**config.mk**
```make
export PLATFORM = sky130hd
export DESIGN_NAME = fetch_req_ctrl
export DESIGN_NICKNAME = d
export VERILOG_FILES = /design/src/rtl/fetch_req_ctrl.sv
export SDC_FILE = /design/constraint.sdc
export NUM_CORES = 1
export LEC_CHECK = 0
export CORE_MARGIN = 2
export CORE_UTILIZATION = 43
export CTS_CLUSTER_DIAMETER = 200
export DETAILED_ROUTE_END_ITERATION = 12
export GPL_TIMING_DRIVEN = 0
export PLACE_DENSITY_LB_ADDON = 0.15
export SLEW_MARGIN = 20
export SYNTH_ARGS = -nofsm -noshare
export SYNTH_HDL_FRONTEND = slang
export SYNTH_SLANG_ARGS = --single-unit
```
**constraint.sdc**
```tcl
create_clock -name clk_i -period 2.5 [get_ports clk_i]
set_clock_uncertainty 0.2 [all_clocks]
set_input_delay 0.375 -clock clk_i [delete_from_list [all_inputs] [get_ports clk_i]]
set_output_delay 0.375 -clock clk_i [all_outputs]
set_load 0.1 [all_outputs]
```
**src/rtl/fetch_req_ctrl.sv**
```systemverilog
// Instruction fetch request controller: issues word fetches under an outstanding/FIFO-space limit and squashes stale responses after a branch.
// Optional feature: define FETCH_REQ_DISCARD_CNT_EN to count discarded responses on discard_cnt_o.
module fetch_req_ctrl #(
  parameter int          NUM_REQS  = 2,
  parameter logic [31:0] BOOT_ADDR = 32'h0000_0080
) (
  input  logic                             clk_i,
  input  logic                             rst_ni,
  input  logic                             req_i,
  input  logic                             branch_i,
  input  logic [31:0]                      addr_i,
  input  logic [$clog2(NUM_REQS+1)-1:0]    fifo_free_i,
  output logic                             instr_req_o,
  output logic [31:0]                      instr_addr_o,
  input  logic                             instr_gnt_i,
  input  logic                             instr_rvalid_i,
  input  logic [31:0]                      instr_rdata_i,
  input  logic                             instr_err_i,
  output logic                             out_valid_o,
  output logic [31:0]                      out_addr_o,
  output logic [31:0]                      out_rdata_o,
  output logic                             out_err_o,
  output logic                             clear_o,
  output logic [15:0]                      discard_cnt_o
);

  localparam int              OCW       = $clog2(NUM_REQS + 1);
  localparam logic [OCW-1:0]  MAX_OC    = OCW'(NUM_REQS);
  localparam logic [29:0]     BOOT_WORD = BOOT_ADDR[31:2];

  logic [OCW-1:0] oc, oc_next;
  logic [OCW-1:0] sq, sq_next;
  logic [29:0]    fp, rp, redir_addr;
  logic           redir;
  logic           held;
  logic           fresh, issue, pend;
  logic           unused_addr_bits;

  assign unused_addr_bits = ^addr_i[1:0];

  // A new request may only start when nothing is held; a held one ignores req/branch/space.
  assign fresh       = req_i & (oc < MAX_OC) & (oc < fifo_free_i) & ~branch_i;
  assign instr_req_o = rst_ni & (held | fresh);
  assign issue       = instr_req_o & instr_gnt_i;
  assign pend        = instr_req_o & ~instr_gnt_i;

  assign clear_o      = rst_ni & branch_i;
  assign out_valid_o  = rst_ni & instr_rvalid_i & (sq == '0) & ~branch_i;
  assign out_rdata_o  = instr_rdata_i;
  assign out_err_o    = instr_err_i;
  assign instr_addr_o = {fp, 2'b00};
  assign out_addr_o   = {rp, 2'b00};

  // NOTE: every variable written in always_comb gets a default first, so no latch is inferred.
  always_comb begin
    oc_next = oc;
    if (issue && !instr_rvalid_i)      oc_next = oc + OCW'(1);
    else if (!issue && instr_rvalid_i) oc_next = oc - OCW'(1);
  end

  // Squash everything granted plus a request still waiting for its grant.
  always_comb begin
    sq_next = sq;
    if (branch_i)                        sq_next = oc_next + OCW'(pend);
    else if (instr_rvalid_i && sq != '0) sq_next = sq - OCW'(1);
  end

  // NOTE: sequential state uses non-blocking assignments so all flops update from pre-edge values.
  always_ff @(posedge clk_i or negedge rst_ni) begin
    if (!rst_ni) begin
      oc <= '0;
      sq <= '0;
    end else begin
      oc <= oc_next;
      sq <= sq_next;
    end
  end

  // A branch during a held request is parked in redir_addr so the held address stays stable.
  always_ff @(posedge clk_i or negedge rst_ni) begin
    if (!rst_ni) begin
      fp         <= BOOT_WORD;
      rp         <= BOOT_WORD;
      redir_addr <= BOOT_WORD;
      redir      <= 1'b0;
      held       <= 1'b0;
    end else begin
      held <= pend;
      if (branch_i) begin
        rp <= addr_i[31:2];
        if (pend) begin
          redir      <= 1'b1;
          redir_addr <= addr_i[31:2];
        end else begin
          fp    <= addr_i[31:2];
          redir <= 1'b0;
        end
      end else begin
        if (out_valid_o) rp <= rp + 30'd1;
        if (issue) begin
          fp    <= redir ? redir_addr : fp + 30'd1;
          redir <= 1'b0;
        end
      end
    end
  end

`ifdef FETCH_REQ_DISCARD_CNT_EN
  logic [15:0] discard_cnt;
  logic        drop;

  assign drop = instr_rvalid_i & ~out_valid_o;

  always_ff @(posedge clk_i or negedge rst_ni) begin
    if (!rst_ni)                              discard_cnt <= 16'h0000;
    else if (drop && discard_cnt != 16'hFFFF) discard_cnt <= discard_cnt + 16'd1;
  end

  assign discard_cnt_o = discard_cnt;
`else
  assign discard_cnt_o = 16'h0000;
`endif

`ifndef SYNTHESIS
  a_rvalid_idle: assert property (@(posedge clk_i) disable iff (!rst_ni)
    !(instr_rvalid_i && oc == '0));
  a_req_full: assert property (@(posedge clk_i) disable iff (!rst_ni)
    !(instr_req_o && oc == MAX_OC));
`endif

endmodule

```
Yosys cells after proc, flatten, opt, wreduce, memory -nomap -nowiden. Cells that the tools add are included. W data, S select, Z words.

Add/sub/neg operators: 6. $lt $le $gt $ge: 2. Equal/unequal tests: 1. Multiplexer cells: 13. Bitwise operators: 13. Reduce and logical (&&, ||, !) cells: 12.

Operator list (count): $mux W30 (6); $add A30 B1 Y30 const B (2); $and A1 B1 Y1 (10); $mux W2 (4); $reduce_bool A2 Y1 (4); $reduce_and A2 Y1 (2); $sub A2 B1 Y2 const B (2); $logic_and A1 B1 Y1 (3); $mux W1 (3); $add A2 B1 Y2 (1); $add A2 B1 Y2 const B (1); $logic_not A1 Y1 (2); $logic_not A2 Y1 (1); $lt A2 B2 Y1 (1); $lt A2 B2 Y1 const B (1); $ne A2 B2 Y1 const B (1); $not A1 Y1 (2); $or A1 B1 Y1 (1).

Register bits: 96. Output and inout bits: 116. Word-level logic and storage cells: 54.

Logic depth before layout (Yosys ltp). Gate-level depths: netlist (run 1).

Word-level depth: 13. Mapped depth: 11. Depth with buffers taken out: 11.

Worst setup path before layout (run 1). OpenSTA, ideal clock, no wires.

Kind: flip-flop to flip-flop. From: reg fp[6]. To: reg fp[19]. Arrival time: 2.454 ns. Required time: 2.166 ns. Path slack: -0.288 ns. Stages on the path, launching flop included: 7. Clock period less this slack: 2.788 ns. Cell sequence: dfrtp_1 -> nand4_2 -> or4_1 -> buf_2 -> o21a_1 -> o311ai_1 -> a31oi_1.

Cells in the longest elaborated chain, start to end: 4.

Ends and longest elaborated chain: from (decl) (RTL line 33) `logic [29:0] fp, rp, redir_addr;`; from (signal assigned) (RTL line 95) `fp <= addr_i[31:2];`; from (signal assigned) (RTL line 101) `fp <= redir ? redir_addr : fp + 30'd1;`; $add A30 B1 Y30 (RTL line 101); $mux W30 (RTL line 101); $mux W30 (RTL line 100) `if (issue) begin`; $mux W30 (RTL line 89) `if (branch_i) begin`.

Every way passes these cells. The select of a mux whose other input is x is not followed. A chain may end at the register's enable or synchronous reset.

Worst setup path after layout (run 1).
From: reg oc[1]. To: reg sq[1].

Cells in the longest elaborated chain, start to end: 13.

Ends and longest elaborated chain: from (decl) (RTL line 31) `logic [OCW-1:0] oc, oc_next;`; from (signal assigned) (RTL line 74) `oc <= oc_next;`; $lt A2 B2 Y1 (RTL line 42) `assign fresh = req_i & (oc < MAX_OC) & (oc < fifo_free_i) & ~branch_i;`; $and A1 B1 Y1 (RTL line 42); $and A1 B1 Y1 (*) (2 in series) (RTL line 42); $or A1 B1 Y1 (*) (RTL line 43) `assign instr_req_o = rst_ni & (held | fresh);`; $and A1 B1 Y1 (*) (RTL line 43); $and A1 B1 Y1 (*) (RTL line 44) `assign issue = instr_req_o & instr_gnt_i;`; $logic_not A1 Y1 (RTL line 58) `else if (!issue && instr_rvalid_i) oc_next = oc - OCW'(1);`; $logic_and A1 B1 Y1 (RTL line 58); $mux W2 (RTL line 58); $mux W2 (*) (RTL line 57) `if (issue && !instr_rvalid_i) oc_next = oc + OCW'(1);`; named net oc_next[0] (RTL line 31); $add A2 B1 Y2 (*) (RTL line 64) `if (branch_i) sq_next = oc_next + OCW'(pend);`; $mux W2 (*) (RTL line 64); to (signal assigned) (RTL line 75) `sq <= sq_next;`; to (decl) (RTL line 32) `logic [OCW-1:0] sq, sq_next;`.

Mark *: on every way through the listed nets, which the timed path passes. The rest lies on a longest branch.

==> flow_metrics.tcl, run 1 <==
set metrics [dict create \
    rsz0062_at_grt "yes" \
    hold_viol 0 \
    fin_crit_ps 2530 \
    pwr-share-clk_pct 21.3 \
    slew_violations 0 \
    power_mw 6.85 \
    die_width_um 121 \
    worst_pin_slew_ps 987 \
    drtIter0Drc 586 \
    timing.max_slew.rel_slack_pct 34.0 \
    hold_path_class "in -> reg" \
    combPwrFrac_pct 45.4 \
    port_buffers 132 \
    cap_violations 0 \
    overflow 0 \
    netlist.top_cell.by_area "dfrtp_1" \
    setup_slack_ps -30.7 \
    fin_nets 897 \
    route.detailed.drc 0 \
    numCtsBuffers 9 \
    critPathCapture "sq[1]$_DFFE_PN0P_" \
    yosysUniqueCellTypes 61 \
    synth-edff-count 0 \
    dr.pass1.iters 5 \
    area_growth_pct 37.0 \
    dp_hpwl_mm 13.8 \
    rows 42 \
    p_seq_share_pct 33.3 \
    power.density_nw_per_um2 852 \
    utilization_pct 60.5 \
    p_sw_share_pct 47.2 \
    critPathArrivalTime_ps 2590 \
    synth-main-ff-cell "dfrtp_1" \
    r2r_slack_ps -30 \
    cp_top_family "simple AND/OR/NAND/NOR gates" \
    start_util_pct 44.2 \
    cp.required_ps 2560 \
    grt_pass1_vias 5499 \
    root_buffer "clkbuf_16" \
    grt_antenna_before_repair 0 \
    setup_viol 1 \
    htree_levels 3 \
    die_h_um 121 \
    synth_area_per_cell_um2 9.05 \
    worst-path-buf-inv 1 \
    r2r-end "sq[1]$_DFFE_PN0P_" \
    clk_path_buf_depth 2 \
    vdd_drop_max_mv 0.532 \
    wire_per_inst_um 18.8 \
    clk_latency_ps 350 \
    ys_seq_area_share_pct 41.0 \
    crit_fanout 5 \
    postSynth.asyncResetShare_pct 100 \
    place_congestion 0.954 \
    reg2reg_from "oc[1]$_DFF_PN0_" \
    viasPerCell 5.69 \
    critPathMaxStageDelay_ps 450 \
    yosys_warnings 0 \
    drive_gt1_share_pct 17.6 \
    fp.coreArea_um2 13300 \
    synth-seq-cells 96 \
    violations "setup timing" \
    clock-sinks 96 \
    grt_max_degree 51 \
    cp-start-kind "flop" \
    diodes 0 \
    grt_usage_pct 25.7 \
    grt_pass1_wl_mm 28.7 \
    final.period_utilization_pct 101 \
    vias 5689 \
    cts_tree "yes" \
    synth_cells 649 \
    cts.reportedPaths.clkPinSlew_ps 70 \
    cp.depth 10 \
    routed_wl_mm 18.8 \
    synth_area_leaders "dfrtp_1, buf_4, nand2_1" \
    critPathCaptureType "flop" \
    pre_cts_slack_ps -1140 \
    max_freq_mhz 395 \
    synthesis.area_um2 5870 \
    r2r_cells 10 \
    synth.top_cell.area_share_pct 39.6 \
    cp_slowest_cell "dfrtp_2" \
    ioPinCount 189 \
    die_area_um2 14600 \
    status "complete, but fails checks" \
    path_cells "ha_4 -> nor4b_4 -> o221ai_2 -> bufinv_8 -> nand2_2 -> xor2_2 -> ha_2 -> xnor2_2 -> and3_1 -> o31ai_2" \
    ant_nets 0 \
    crit_type "reg -> reg" \
    p_leak_nw 3.61 \
    crit_start "oc[1]$_DFF_PN0_" \
    power.switching_mw 3.23 \
    intPower_mw 3.62 \
]
==> routing by layer <==
layer / track usage (%) / wire [µm] / vias up
li1: - / - / 2572
met1: 33.7 / 7660 / 2741
met2: 41.7 / 8930 / 333
met3: 5.52 / 1610 / 43
met4: 9.59 / 598 / 0
met5: 0 / 0 / -
==> synthesized netlist by cell type, drive strengths merged (2+ instances only) <==
| master | number |
|---|---|
| a221o | 2 |
| xnor2 | 23 |
| o311ai | 7 |
| nor4 | 9 |
| mux2 | 27 |
| o21a | 3 |
| o22ai | 3 |
| nand2 | 72 |
| nand4 | 23 |
| ha | 5 |
| o31ai | 4 |
| inv | 26 |
| nand2b | 15 |
| a21oi | 35 |
| mux2i | 3 |
| nor3 | 19 |
| dfrtp | 93 |
| clkbuf | 19 |
| o211ai | 6 |
| and2 | 10 |
| buf | 68 |
| and4 | 3 |
| o211a | 2 |
| a311oi | 2 |
| a31oi | 21 |
| dfstp | 3 |
| xor2 | 20 |
| nor2 | 27 |
| o21ai | 52 |
| and3 | 9 |
| a211oi | 2 |
| nand3b | 2 |
| nand3 | 13 |
| nor2b | 4 |
==> registers in the layout, summed over array words and instances, names as in the netlist <==
| name | count |
|---|---|
| sq | 2 |
| oc | 2 |
| rp | 30 |
| redir_addr | 30 |
| fp | 30 |
| held | 1 |
| redir | 1 |
==> power by group through the flow <==
stage,clock [mW],sequential [mW],combinational [mW]
global placement,0,2.29,3.02
global route,1.54,2.33,3.26
floorplan,0,3.32,1.26
CTS,1.47,2.27,3.05
detailed placement,0,2.31,3.07
finish,1.46,2.28,3.11
==> worst min-delay path: cells and delay by family <==
| family | cells | cell delay, ps |
|---|---|---|
| compound gates | 1 | 90 |
| buf+inv | 1 | 120 |
| simple gates | 1 | 80 |
==> worst min-delay path by stage <==
stage / startpoint / endpoint / cells after the start
final: rst_ni / held$_DFF_PN0_ / 3
after global placement: redir_addr[16]$_DFFE_PN0P_ / redir_addr[16]$_DFFE_PN0P_ / 1
after CTS: rst_ni / held$_DFF_PN0_ / 3
after detailed placement: rst_ni / rp[7]$_DFFE_PN0P_ / 1
after global routing: rst_ni / held$_DFF_PN0_ / 3
after floorplan: rst_ni / fp[0]$_DFFE_PN0P_ / 0
==> layout by cell type, fill, tap and decap left out, types with 4 or more instances in the layout <==
master           instances
clkdlybuf4s50_1         73
dfrtp_1                 72
nand2_1                 71
buf_4                   60
dlygate4sd2_1           39
a21oi_1                 35
nor2_1                  27
o21ai_1                 26
o21ai_0                 26
inv_1                   24
mux2_1                  24
xnor2_1                 22
a31oi_1                 21
dfrtp_2                 21
nand4_1                 20
conb_1                  20
xor2_1                  19
nor3_1                  18
clkbuf_1                16
dlymetal6s2s_1          16
nand2b_1                14
nand3_1                 12
buf_2                    9
and3_1                   9
and2_1                   9
clkbuf_16                9
o311ai_1                 7
buf_6                    6
o211ai_1                 6
nor4_1                   6
nor2b_1                  4
==> cell families (layout without fill, tap and decap cells) <==
group | count (synthesis) | count (layout) | share of synthesized area, %
AOI/OAI and AO/OA | 151 | 151 | 15.8
xor gates and xnor gates | 43 | 43 | 6.42
adders and majority gates | 5 | 5 | 1.07
buffers and inverters | 113 | 269 | 11.0
DFF | 96 | 96 | 41.0
muxes | 30 | 30 | 5.69
other | 1 | 20 | 0.0639
and+or+nand+nor | 210 | 210 | 19.0
==> per-stage QoR <==
step	cell area (µm²)	setup TNS, ps	std cells	hold slack [ps]
2_1_floorplan	6010	-14.5	668	-121
3_3_place_gp	7550	-660940	976	260
3_5_place_dp	7580	-28390	977	153
4_1_cts	7930	0	998	158
5_1_grt	8040	-631	1000	168
6_report	8040	-30.7	1000	166
==> layout make-up <==
cell class,count,area (µm²)
fillers,1155,5250
multi-input cells,459,2970
flip-flops and latches,96,2440
repair buffers,140,1430
plain buffers,87,573
clock buffers,12,256
well taps,176,220
inverters,26,111
clock inverters,4,51.3
==> timing repair <==
| item | 4_1_cts | 5_1_grt |
|---|---|---|
| gates resized for setup | 70 | 28 |
| pin swaps | 2 | 4 |
| buffers inserted | 3 | 2 |
| endpoints found under the hold margin | 45 | 0 |
| endpoints found under the setup margin | 73 | 43 |
| hold buffers | 2 | 0 |
Note: power is estimated with default switching activity, not from simulation.
==> inputs of run 2 (changes only) <==
ABC_AREA = 1   (was not set)
CORE_UTILIZATION = 44   (was 43)
clock period = 2.1 ns   (was 2.5 ns; I/O delays follow)
==> run 2 against run 1 <==
Net effect: the run still ends with setup timing left; cell count increased by 22%; sequential power increased by 38%; final area increased by 13%; critical path type is now reg -> out; largest power group unchanged.
==> flow_metrics.tcl, run 2 <==
set metrics [dict create \
    status "complete, but fails checks" \
    violations "setup timing" \
    cap_violations 0 \
    fillers 1304 \
    ant_nets 0 \
    critPathCaptureType "output port" \
    rows 44 \
    die_h_um 124 \
    cts.reportedPaths.clkPinSlew_ps 70 \
    area_growth_pct 42.6 \
    critPathArrivalTime_ps 1660 \
    cts_tree "yes" \
    grt_usage_pct 27.3 \
    cp-start-kind "flop" \
    dp_cells 1178 \
    viasPerCell 5.43 \
    vias 6619 \
    route.detailed.drc 0 \
    synth_common_cells "nand2_1, dfrtp_1, nor2_1, inv_1, buf_4" \
    slew_violations 0 \
    final.period_utilization_pct 104 \
    root_buffer "clkbuf_16" \
    ioPinCount 189 \
    synth.top_cell.area_share_pct 36.4 \
    place_congestion 0.971 \
    crit_type "reg -> out" \
    overflow 0 \
    vdd_drop_max_mv 0.557 \
    cp_slowest_cell "dfrtp_1" \
    htree_levels 3 \
    rsz0062_at_grt "yes" \
    clk_path_buf_depth 2 \
    synth_area_leaders "dfrtp_1, nand2_1, buf_4" \
    wire_per_inst_um 17.8 \
    timing.max_slew.rel_slack_pct 35.1 \
    drive_gt1_share_pct 29.1 \
    grt_pass1_vias 6006 \
    reg_top3 "fp x30, redir_addr x30, rp x30" \
    postSynth.asyncResetShare_pct 100 \
    dr.pass1.iters 5 \
    power.density_nw_per_um2 1110 \
    synth-seq-cells 96 \
    p_leak_nw 4.10 \
    drtIter0Drc 515 \
    grt_antenna_before_repair 0 \
    numCtsBuffers 9 \
    setup_viol 1 \
    netlist.top_cell.by_area "dfrtp_1" \
    fin_nets 1108 \
    clock-sinks 96 \
    synth_cells 842 \
    die_width_um 124 \
    yosysMostFrequentCell "nand2_1" \
    layout_commonest_cell "nand2_1" \
    synth-edff-count 0 \
    cp.required_ps 1580 \
    fp.coreArea_um2 14400 \
    die_area_um2 15500 \
    hold_viol 0 \
    synthesis.area_um2 6380 \
    synth_area_per_cell_um2 7.58 \
    diodes 0 \
    port_buffers 132 \
    fin_crit_ps 2180 \
    yosys_warnings 0 \
    yosysUniqueCellTypes 39 \
    setup_slack_ps -78.0 \
    hold_path_class "in -> reg" \
    layout_common_cells "nand2_1, nor2_1, buf_4" \
    worst_pin_slew_ps 971 \
    crit_fanout 3 \
    holdWs_ps 129 \
    cp_common_cell "nand2_1" \
    critPathMaxStageDelay_ps 430 \
    power_mw 10.1 \
    grt_max_degree 40 \
    dp_hpwl_mm 15.7 \
    start_util_pct 44.4 \
    ys_seq_area_share_pct 37.7 \
    fin_cells 1219 \
    clk_latency_ps 360 \
    routed_wl_mm 21.7 \
    grt_pass1_wl_mm 33.2 \
    path_cells "ha_4 -> nand2_1 -> nand2_1 -> nand2_2 -> nand2_4 -> clkinvlp_4 -> buf_12" \
    synth-main-ff-cell "dfrtp_1" \
    max_freq_mhz 459 \
]
[run 2: cell count changes after synthesis, sizes merged, moves of 12 or more]
cell / previous run / this run
nand2: 72 / 205
nor2: 27 / 97
inv: 26 / 78
nand3: 13 / 54
xnor2: 23 / 5
nand2b: 15 / 0
o211ai: 6 / 20
o21ai: 52 / 40
[run 2: cell type report]
class / count / area (µm²) / share of cell area (%)
timing repair buffer: 159 / 1700 / 18.7
multi-input combinational: 605 / 3440 / 37.8
buffer: 79 / 596 / 6.54
clock inverter: 6 / 91.3 / 1.00
sequential: 96 / 2490 / 27.4
clock buffer: 10 / 239 / 2.63
inverter: 80 / 308 / 3.38
tap: 184 / 230 / 2.53
[run 2: timing repair]
item,CTS,global route
hold endpoints to repair,56,20
gates cloned,1,1
setup buffers,3,15
hold buffers,5,1
pin swaps,2,15
endpoints found under the setup margin,124,71
gates resized for setup,219,63
[run 2: kinds of logic after synthesis]
| group | count (synthesis) | share of synthesized area, % |
|---|---|---|
| AOI/OAI and AO/OA | 114 | 10.8 |
| xor gates and xnor gates | 31 | 4.25 |
| adders and majority gates | 5 | 0.980 |
| buffers and inverters | 160 | 13.2 |
| DFF | 96 | 37.7 |
| muxes | 23 | 5.00 |
| other | 1 | 0.0587 |
| and+or+nand+nor | 412 | 28.0 |
[run 2: layer usage]
layer / track usage (%) / vias to the layer above / wire length, µm
met2: 42.1 / 360 / 9840
met4: 10.9 / 0 / 579
met3: 4.21 / 41 / 1930
met5: 0 / - / 0
li1: - / 3108 / -
met1: 38.6 / 3110 / 9340
[run 2: worst paths after layout]
| kind | end | slack [ps] | start | depth (start not counted) |
|---|---|---|---|---|
| worst max-delay path | instr_req_o | -80 | oc[1]$_DFF_PN0_ | 7 |
| worst min-delay path | redir$_DFFE_PN0P_ | 130 | branch_i | 3 |
| worst max register to register | redir_addr[16]$_DFFE_PN0P_ | 0 | oc[1]$_DFF_PN0_ | 11 |
| worst min register to register | redir_addr[17]$_DFFE_PN0P_ | 300 | redir_addr[17]$_DFFE_PN0P_ | 2 |
| max in group asynchronous | rp[20]$_DFFE_PN0P_ | 780 | rst_ni | 5 |
| min in group asynchronous | fp[27]$_DFFE_PN0P_ | 490 | rst_ni | 4 |
[run 2: where the power goes]
group	switching [mW]	total (mW)	leakage (nW)	internal [mW]
registers	0.664	3.14	1.11	2.48
clock network	0.776	1.86	0.151	1.08
logic	3.67	5.14	2.84	1.47
[run 2: metrics by stage]
stage / util (%) / area, µm² / setup slack [ps] / TNS, ps
after floorplan: - / 6580 / -52.6 / -138
after global placement: 56.6 / 8130 / -5240 / -743090
after detailed placement: 56.8 / 8160 / -1460 / -39080
after CTS: 61.0 / 8770 / -146 / -230
after global routing: 63.3 / 9100 / -140 / -1970
final: 63.3 / 9100 / -78.0 / -78.0
[run 2: worst max-delay path, delay by kind of cell (launching register included)]
family                   cells  cell delay (ps)
AND/OR/NAND/NOR              4              310
buffers and inverters        2              280
adder cells (fa/ha/maj)      1              280
flip-flops                   1              430
